`config.mk`:
```
export PLATFORM = sky130hd
export DESIGN_NAME = key_debounce_multi
export DESIGN_NICKNAME = d
export VERILOG_FILES = /design/src/rtl/key_debounce_multi.sv
export SDC_FILE = /design/constraint.sdc
export NUM_CORES = 1
export LEC_CHECK = 0
export CELL_PAD_IN_SITES_DETAIL_PLACEMENT = 0
export CELL_PAD_IN_SITES_GLOBAL_PLACEMENT = 1
export CORE_ASPECT_RATIO = 2
export CORE_MARGIN = 2
export CORE_UTILIZATION = 28
export CTS_BUF_LIST = sky130_fd_sc_hd__clkbuf_4
export DETAILED_ROUTE_END_ITERATION = 12
export PLACE_DENSITY = 0.56
export SLEW_MARGIN = 20
export SYNTH_ARGS = -nofsm -noshare
export SYNTH_HDL_FRONTEND = slang
export SYNTH_SLANG_ARGS = --single-unit
```
`constraint.sdc`:
```
create_clock -name sys_clk -period 4 [get_ports sys_clk]
set_input_delay 0.6 -clock sys_clk [delete_from_list [all_inputs] [get_ports sys_clk]]
set_output_delay 0.6 -clock sys_clk [all_outputs]
set_load 0.05 [all_outputs]
```
`src/rtl/key_debounce_multi.sv`:
```
// rtl/key_debounce_multi.sv - N-channel key debouncer with press/release pulses; optional long press via KEY_LONG_PRESS_EN
module key_debounce_multi #(
    parameter int                KEY_NUM      = 4,
    parameter int                CNT_W        = 20,
    parameter logic [CNT_W-1:0]  DEBOUNCE_CNT = 20'd1_000_000,
    parameter logic              PRESS_LEVEL  = 1'b0,
    parameter int                LONG_W       = 26,
    parameter logic [LONG_W-1:0] LONG_CNT     = 26'd50_000_000
) (
    input  logic               sys_clk,
    input  logic               sys_rst_n,
    input  logic [KEY_NUM-1:0] key,
    output logic [KEY_NUM-1:0] key_filter,
    output logic [KEY_NUM-1:0] key_press,
    output logic [KEY_NUM-1:0] key_release,
    output logic [KEY_NUM-1:0] key_long
);

    localparam logic IDLE_LEVEL = ~PRESS_LEVEL;

    for (genvar i = 0; i < KEY_NUM; i++) begin : g_ch
        logic             key_d0_q;
        logic             key_d1_q;
        logic [CNT_W-1:0] cnt_q;
        logic [CNT_W-1:0] cnt_d;
        logic             filter_q;
        logic             press_q;
        logic             release_q;
        logic             commit;

        // Any difference across the synchroniser means the pin moved: restart the stability window.
        always_comb begin
            cnt_d = cnt_q;
            if (key_d0_q != key_d1_q) begin
                cnt_d = DEBOUNCE_CNT;
            end else if (cnt_q != '0) begin
                cnt_d = cnt_q - CNT_W'(1);
            end
        end

        assign commit = (cnt_q == CNT_W'(1));

        always_ff @(posedge sys_clk or negedge sys_rst_n) begin
            if (!sys_rst_n) begin
                key_d0_q  <= IDLE_LEVEL;
                key_d1_q  <= IDLE_LEVEL;
                cnt_q     <= '0;
                filter_q  <= IDLE_LEVEL;
                press_q   <= 1'b0;
                release_q <= 1'b0;
            end else begin
                key_d0_q  <= key[i];
                key_d1_q  <= key_d0_q;
                cnt_q     <= cnt_d;
                press_q   <= commit && (key_d1_q != filter_q) && (key_d1_q == PRESS_LEVEL);
                release_q <= commit && (key_d1_q != filter_q) && (key_d1_q != PRESS_LEVEL);
                if (commit) begin
                    filter_q <= key_d1_q;
                end
            end
        end

        assign key_filter[i]  = filter_q;
        assign key_press[i]   = press_q;
        assign key_release[i] = release_q;

`ifdef KEY_LONG_PRESS_EN
        logic [LONG_W-1:0] hold_q;
        logic              long_q;

        // Hold counter saturates at LONG_CNT so the long event fires once per press.
        always_ff @(posedge sys_clk or negedge sys_rst_n) begin
            if (!sys_rst_n) begin
                hold_q <= '0;
                long_q <= 1'b0;
            end else if (filter_q != PRESS_LEVEL) begin
                hold_q <= '0;
                long_q <= 1'b0;
            end else if (hold_q != LONG_CNT) begin
                hold_q <= hold_q + LONG_W'(1);
                long_q <= (hold_q == LONG_CNT - LONG_W'(1));
            end else begin
                long_q <= 1'b0;
            end
        end

        assign key_long[i] = long_q;
`else
        assign key_long[i] = 1'b0;
`endif
    end

endmodule

```
==> results of run 1 <==
## logic make-up (layout without fill, tap and decap cells)
kind of cell,after synthesis,in the layout,share of synthesized area
xor gates and xnor gates,58,58,0.0974
muxes,4,4,0.00863
DFF,100,100,0.482
and+or+nand+nor,248,248,0.257
other,1,5,0.000719
AOI/OAI and AO/OA,70,70,0.0847
buffers and inverters,39,50,0.0405
adders and majority gates,12,12,0.0288
## worst paths after layout
| path | endpoint | cells past startpoint | startpoint | slack [ns] |
|---|---|---|---|---|
| max | key_filter[2] | 1 | g_ch[2].filter_q | 1.53 |
| min | g_ch[3].press_q | 1 | sys_rst_n | 0.19 |
| max reg2reg | g_ch[3].cnt_q[7] | 5 | g_ch[3].cnt_q[6] | 1.61 |
| min reg2reg | g_ch[2].key_d1_q | 0 | g_ch[2].key_d0_q | 0.40 |
| max in group asynchronous | g_ch[2].filter_q | 2 | sys_rst_n | 2.95 |
| min in group sys_clk | g_ch[2].key_d1_q | 0 | g_ch[2].key_d0_q | 0.40 |
## metrics by stage
step                      setup slack [ns]  hold WS, ns
after global placement                1.73        0.377
after global routing                  1.44        0.224
final                                 1.53        0.191
after detailed placement              1.70        0.379
after floorplan                       2.08        0.304
after CTS                             1.47        0.192
## routing by layer
layer | track usage | up-vias
met4 | 0.0568 | 0
met5 | 0 | -
met3 | 0.0205 | 12
met2 | 0.244 | 50
li1 | - | 1892
met1 | 0.131 | 1905
## sequential cells by signal, indices dropped and copies added, names as in the netlist
signal          cells
g_ch.cnt_q         80
g_ch.filter_q       4
g_ch.key_d0_q       4
g_ch.key_d1_q       4
g_ch.press_q        4
g_ch.release_q      4
## power groups by stage
stage / Sequential [mW] / Combinational, mW / Clock (mW)
6_report: 1.29 / 0.661 / 0.621
5_1_grt: 1.31 / 0.746 / 0.688
4_1_cts: 1.29 / 0.670 / 0.658
3_5_place_dp: 1.30 / 0.665 / 0
3_3_place_gp: 1.30 / 0.659 / 0
2_1_floorplan: 1.26 / 0.510 / 0
## cells in the final DEF, fill, tap and decap left out, types with 4 or more instances in the layout
master	count
nand3_1	18
buf_4	8
clkbuf_4	10
nand2b_1	5
nand4_1	17
dfrtp_1	88
ha_1	12
or3_1	8
o211ai_1	8
xor2_1	34
or4_1	11
nor4_1	14
nand2_1	47
and2_1	4
a211oi_1	7
nor3_1	24
a21oi_1	21
or2_2	5
inv_1	10
dfstp_2	12
conb_1	4
mux2_2	4
o41ai_1	4
o21ai_0	15
and4_1	4
xnor2_1	23
nor3b_1	12
clkdlybuf4s50_1	16
nor2_1	57
## final cells by class
cell class              instances  area (sq um)
fillers                      1852         12600
flip-flops and latches        100          2520
multi-input cells             396          2510
well taps                     216           270
repair buffers                 24           220
clock inverters                 6          88.8
clock buffers                  10          75.1
inverters                      10          37.5
diodes                          1          2.50
==> impl_metrics.tcl, run 1 <==
set metrics [dict create \
    status "finished clean" \
    area_growth_pct 9.62 \
    final_nets 559 \
    relSlewSlack 0.365 \
    cp_num_buf_inv 1 \
    die_w_um 101 \
    tightestPinTransition_ns 0.944 \
    synth_top_area_frac 0.422 \
    final_antenna_net_count 0 \
    synth_top_cell_by_area "dfrtp_1" \
    combPwrFrac 0.257 \
    yosysUniqueCellTypes 52 \
    peakVddDrop_mv 0.136 \
    power_density_mw_per_mm2 449 \
    critical_path.max_fanout 4 \
    final_cells 763 \
    max_stage_delay_ns 0.83 \
    fin_area_sq_mm 0.00572 \
    postPlaceCellArea_sq_mm 0.00555 \
    pwr-share-seq 0.501 \
    clkTransAtPathRegs_ns 0.15 \
    worstPathArrival_ns 1.87 \
    fmax_mhz 404 \
    wl_per_cell_um 15.2 \
    total_power_mw 2.57 \
    crit_type "reg -> out" \
    first_pass_iters 4 \
    dr_wl_met2_mm 6.65 \
    drt-met1-wl_mm 4.43 \
    grt_start_max_net_pins 63 \
    swShare 0.353 \
    drt-initial-drc-count 196 \
    core_area_sq_mm 0.0183 \
    hpwl_mm 8.51 \
    hold_violations 0 \
    fp-row-count 70 \
    antenna_found_initial 1 \
    rsz0062_at_grt "no" \
    cts_buffer_depth 2 \
    cts.sinks 100 \
    routed-wl-met3_um 248 \
    num_vias 3859 \
    synth_top_cells_by_count "88 x dfrtp_1, 57 x nor2_1, 47 x nand2_1" \
    required_ns 3.40 \
    p_int_mw 1.66 \
    period_needed_ns 2.47 \
    synth_enable_flop_cells 0 \
    tns_ns 0 \
    overflow 0 \
    min_path_type "in -> async" \
    clock_skew_ns 0.0279 \
    critPathSlowestCell "clkdlybuf4s50_1" \
    topRoutingLayerUsed "met4" \
    placedCellCount 746 \
    drc 0 \
    syn_area_sq_mm 0.00522 \
    worst_setup_path_end_kind "output port" \
    synthesis.instances 532 \
    synth_ff_type "dfrtp_1" \
    io_pins 22 \
    drive_gt1_frac 0.104 \
    synth.most_common_cell "dfrtp_1" \
    dieArea_sq_mm 0.0198 \
    setup_viol 0 \
    hold_buffers 0 \
    yosys-top-cells-area "dfrtp_1 42%, dfstp_2 6.0%, xor2_1 5.9%, nor2_1 4.1%, xnor2_1 3.9%" \
    clkPwrFrac 0.242 \
    ys_seq_elements 100 \
    cts_setup_buffers 0 \
    finalCritPeriodShare 0.618 \
    grt_pass1_wl_mm 20.0 \
    p_leak_nw 2.11 \
    path_cells "clkdlybuf4s50_1" \
    cts_tree "yes" \
    clkLatencyLatePin_ns 0.48 \
    grt_pass1_vias 4101 \
    htree_num_levels 3 \
    gp_congestion 0.791 \
    async_flop_share 1.00 \
    wl_mm 11.6 \
    grtUsageTotal 0.127 \
    cp-start-kind "register" \
    path_delay_family "buffers and inverters" \
    synth_warnings 0 \
    p_sw_mw 0.905 \
    max-cap-violations 0 \
    drv_slew 0 \
    cts_resized 0 \
    synth_seq_area_share 0.482 \
    cts-root-buf "clkbuf_4" \
    via_per_inst 5.06 \
    cts_buffers 9 \
    start_util 0.285 \
    post-route-util 0.312 \
    die_h_um 197 \
    syn-mean-instance-area_sq_um 9.81 \
    io_buffers 17 \
]
Note: power is estimated with default switching activity, not from simulation.
==> run 2, diff against run 1 <==
==> constraint.sdc (replaced) <==
create_clock -name sys_clk -period 2.37 [get_ports sys_clk]
set_input_delay 0.3555 -clock sys_clk [delete_from_list [all_inputs] [get_ports sys_clk]]
set_output_delay 0.3555 -clock sys_clk [all_outputs]
set_load 0.05 [all_outputs]
==> run 2 against run 1 <==
Against the previous run:
- sequential share of layout area is 0.91 points lower
- sequential cell count stayed put
- total power is 68% higher
- critical path type unchanged
- setup slack worse by 1.4 ns
- combinational power is 82% higher
- clock skew is 0.0040 ns lower
==> impl_metrics.tcl, run 2 (synthesis gave the netlist of run 1 again) <==
set metrics [dict create \
    fin_area_sq_mm 0.00584 \
    finalCritPeriodShare 0.945 \
    tightestPinTransition_ns 0.535 \
    total_power_mw 4.31 \
    drc 0 \
    largest_reg_flops 80 \
    cts_buffers 9 \
    die_h_um 197 \
    placedCellCount 763 \
    rsz0062_at_grt "no" \
    htree_num_levels 3 \
    core_area_sq_mm 0.0183 \
    start_util 0.285 \
    grt_pass1_vias 4128 \
    setup_viol 0 \
    final_antenna_net_count 0 \
    num_vias 3933 \
    fmax_mhz 447 \
    cts-root-buf "clkbuf_4" \
    power_density_mw_per_mm2 739 \
    worstPathArrival_ns 1.88 \
    p_leak_nw 2.19 \
    clkLatencyLatePin_ns 0.49 \
    drive_gt1_frac 0.128 \
    largest-register "g_ch.cnt_q" \
    clock_skew_ns 0.0239 \
    cts_resized 0 \
    cts_buffer_depth 2 \
    dieArea_sq_mm 0.0198 \
    antenna_found_initial 1 \
    holdWs_ns 0.241 \
    min_path_type "in -> reg" \
    final_cell_mix "88 x dfrtp_1, 57 x nor2_1, 47 x nand2_1, 35 x xor2_1" \
    postPlaceCellArea_sq_mm 0.00569 \
    max_stage_delay_ns 0.83 \
    hpwl_mm 9.03 \
    gp_congestion 0.799 \
    path_cells "clkdlybuf4s50_1" \
    area_growth_pct 11.9 \
    first_pass_iters 4 \
    critPathSlowestCell "clkdlybuf4s50_1" \
    die_w_um 101 \
    drv_slew 0 \
    io_buffers 17 \
    cts_setup_buffers 0 \
    cp-start-kind "register" \
    required_ns 2.01 \
    status "finished clean" \
    critical_path.max_fanout 4 \
    crit_type "reg -> out" \
    wl_mm 12.2 \
    grt_start_max_net_pins 38 \
    period_needed_ns 2.24 \
    grtUsageTotal 0.132 \
    grt_pass1_wl_mm 20.3 \
    cts_tree "yes" \
    via_per_inst 5.04 \
    overflow 0 \
    io_pins 22 \
    cp_num_buf_inv 1 \
    cts.sinks 100 \
    fp-row-count 70 \
    clkTransAtPathRegs_ns 0.17 \
    drt-initial-drc-count 157 \
    relSlewSlack 0.639 \
    final_cells 781 \
    path_delay_family "buffers and inverters" \
    final_nets 577 \
    hold_violations 0 \
    final_common_cell "dfrtp_1" \
    tns_ns 0 \
    worst_setup_path_end_kind "output port" \
    hold_buffers 1 \
    wl_per_cell_um 15.6 \
    peakVddDrop_mv 0.326 \
    max-cap-violations 0 \
]
## run 2: layout make-up
type	count	area, sq um
antenna	1	2.50
clock buffer	9	67.6
clock inverter	7	73.8
fill	1882	12500
inverter	10	37.5
multi-input combinational	396	2500
sequential	100	2520
tap	216	270
timing repair buffer	42	370
## run 2: where the power goes
group	total (mW)	switching, mW	leakage [nW]	internal (mW)
combinational	1.20	0.691	0.931	0.505
clock	0.944	0.614	0.0739	0.330
sequential	2.17	0.262	1.19	1.91
## run 2: final timing paths
kind                                   start           endpoint  slack [ns]  cells past startpoint
max reg2reg                g_ch[1].cnt_q[14]   g_ch[1].filter_q        0.22                      4
max in group asynchronous          sys_rst_n   g_ch[1].key_d1_q        1.31                      3
min reg2reg                 g_ch[3].key_d0_q   g_ch[3].key_d1_q        0.40                      0
max                         g_ch[2].filter_q      key_filter[2]        0.13                      1
min in group asynchronous          sys_rst_n  g_ch[1].cnt_q[13]        0.36                      2
min                                   key[1]   g_ch[1].key_d0_q        0.24                      1
## run 2: routing by layer
metal	global-route usage	wire length, um	up-vias
li1	-	-	1925
met1	0.130	4520	1939
met2	0.256	7010	43
met3	0.0166	194	26
met4	0.0766	422	0
met5	0	0	-
## run 2: per-stage QoR
stage          setup WS [ns]   util
2_1_floorplan          0.454      -
3_5_place_dp           0.253  0.311
5_1_grt               0.0623  0.319
3_3_place_gp           0.279  0.311
6_report               0.131  0.319
4_1_cts               0.0829  0.319
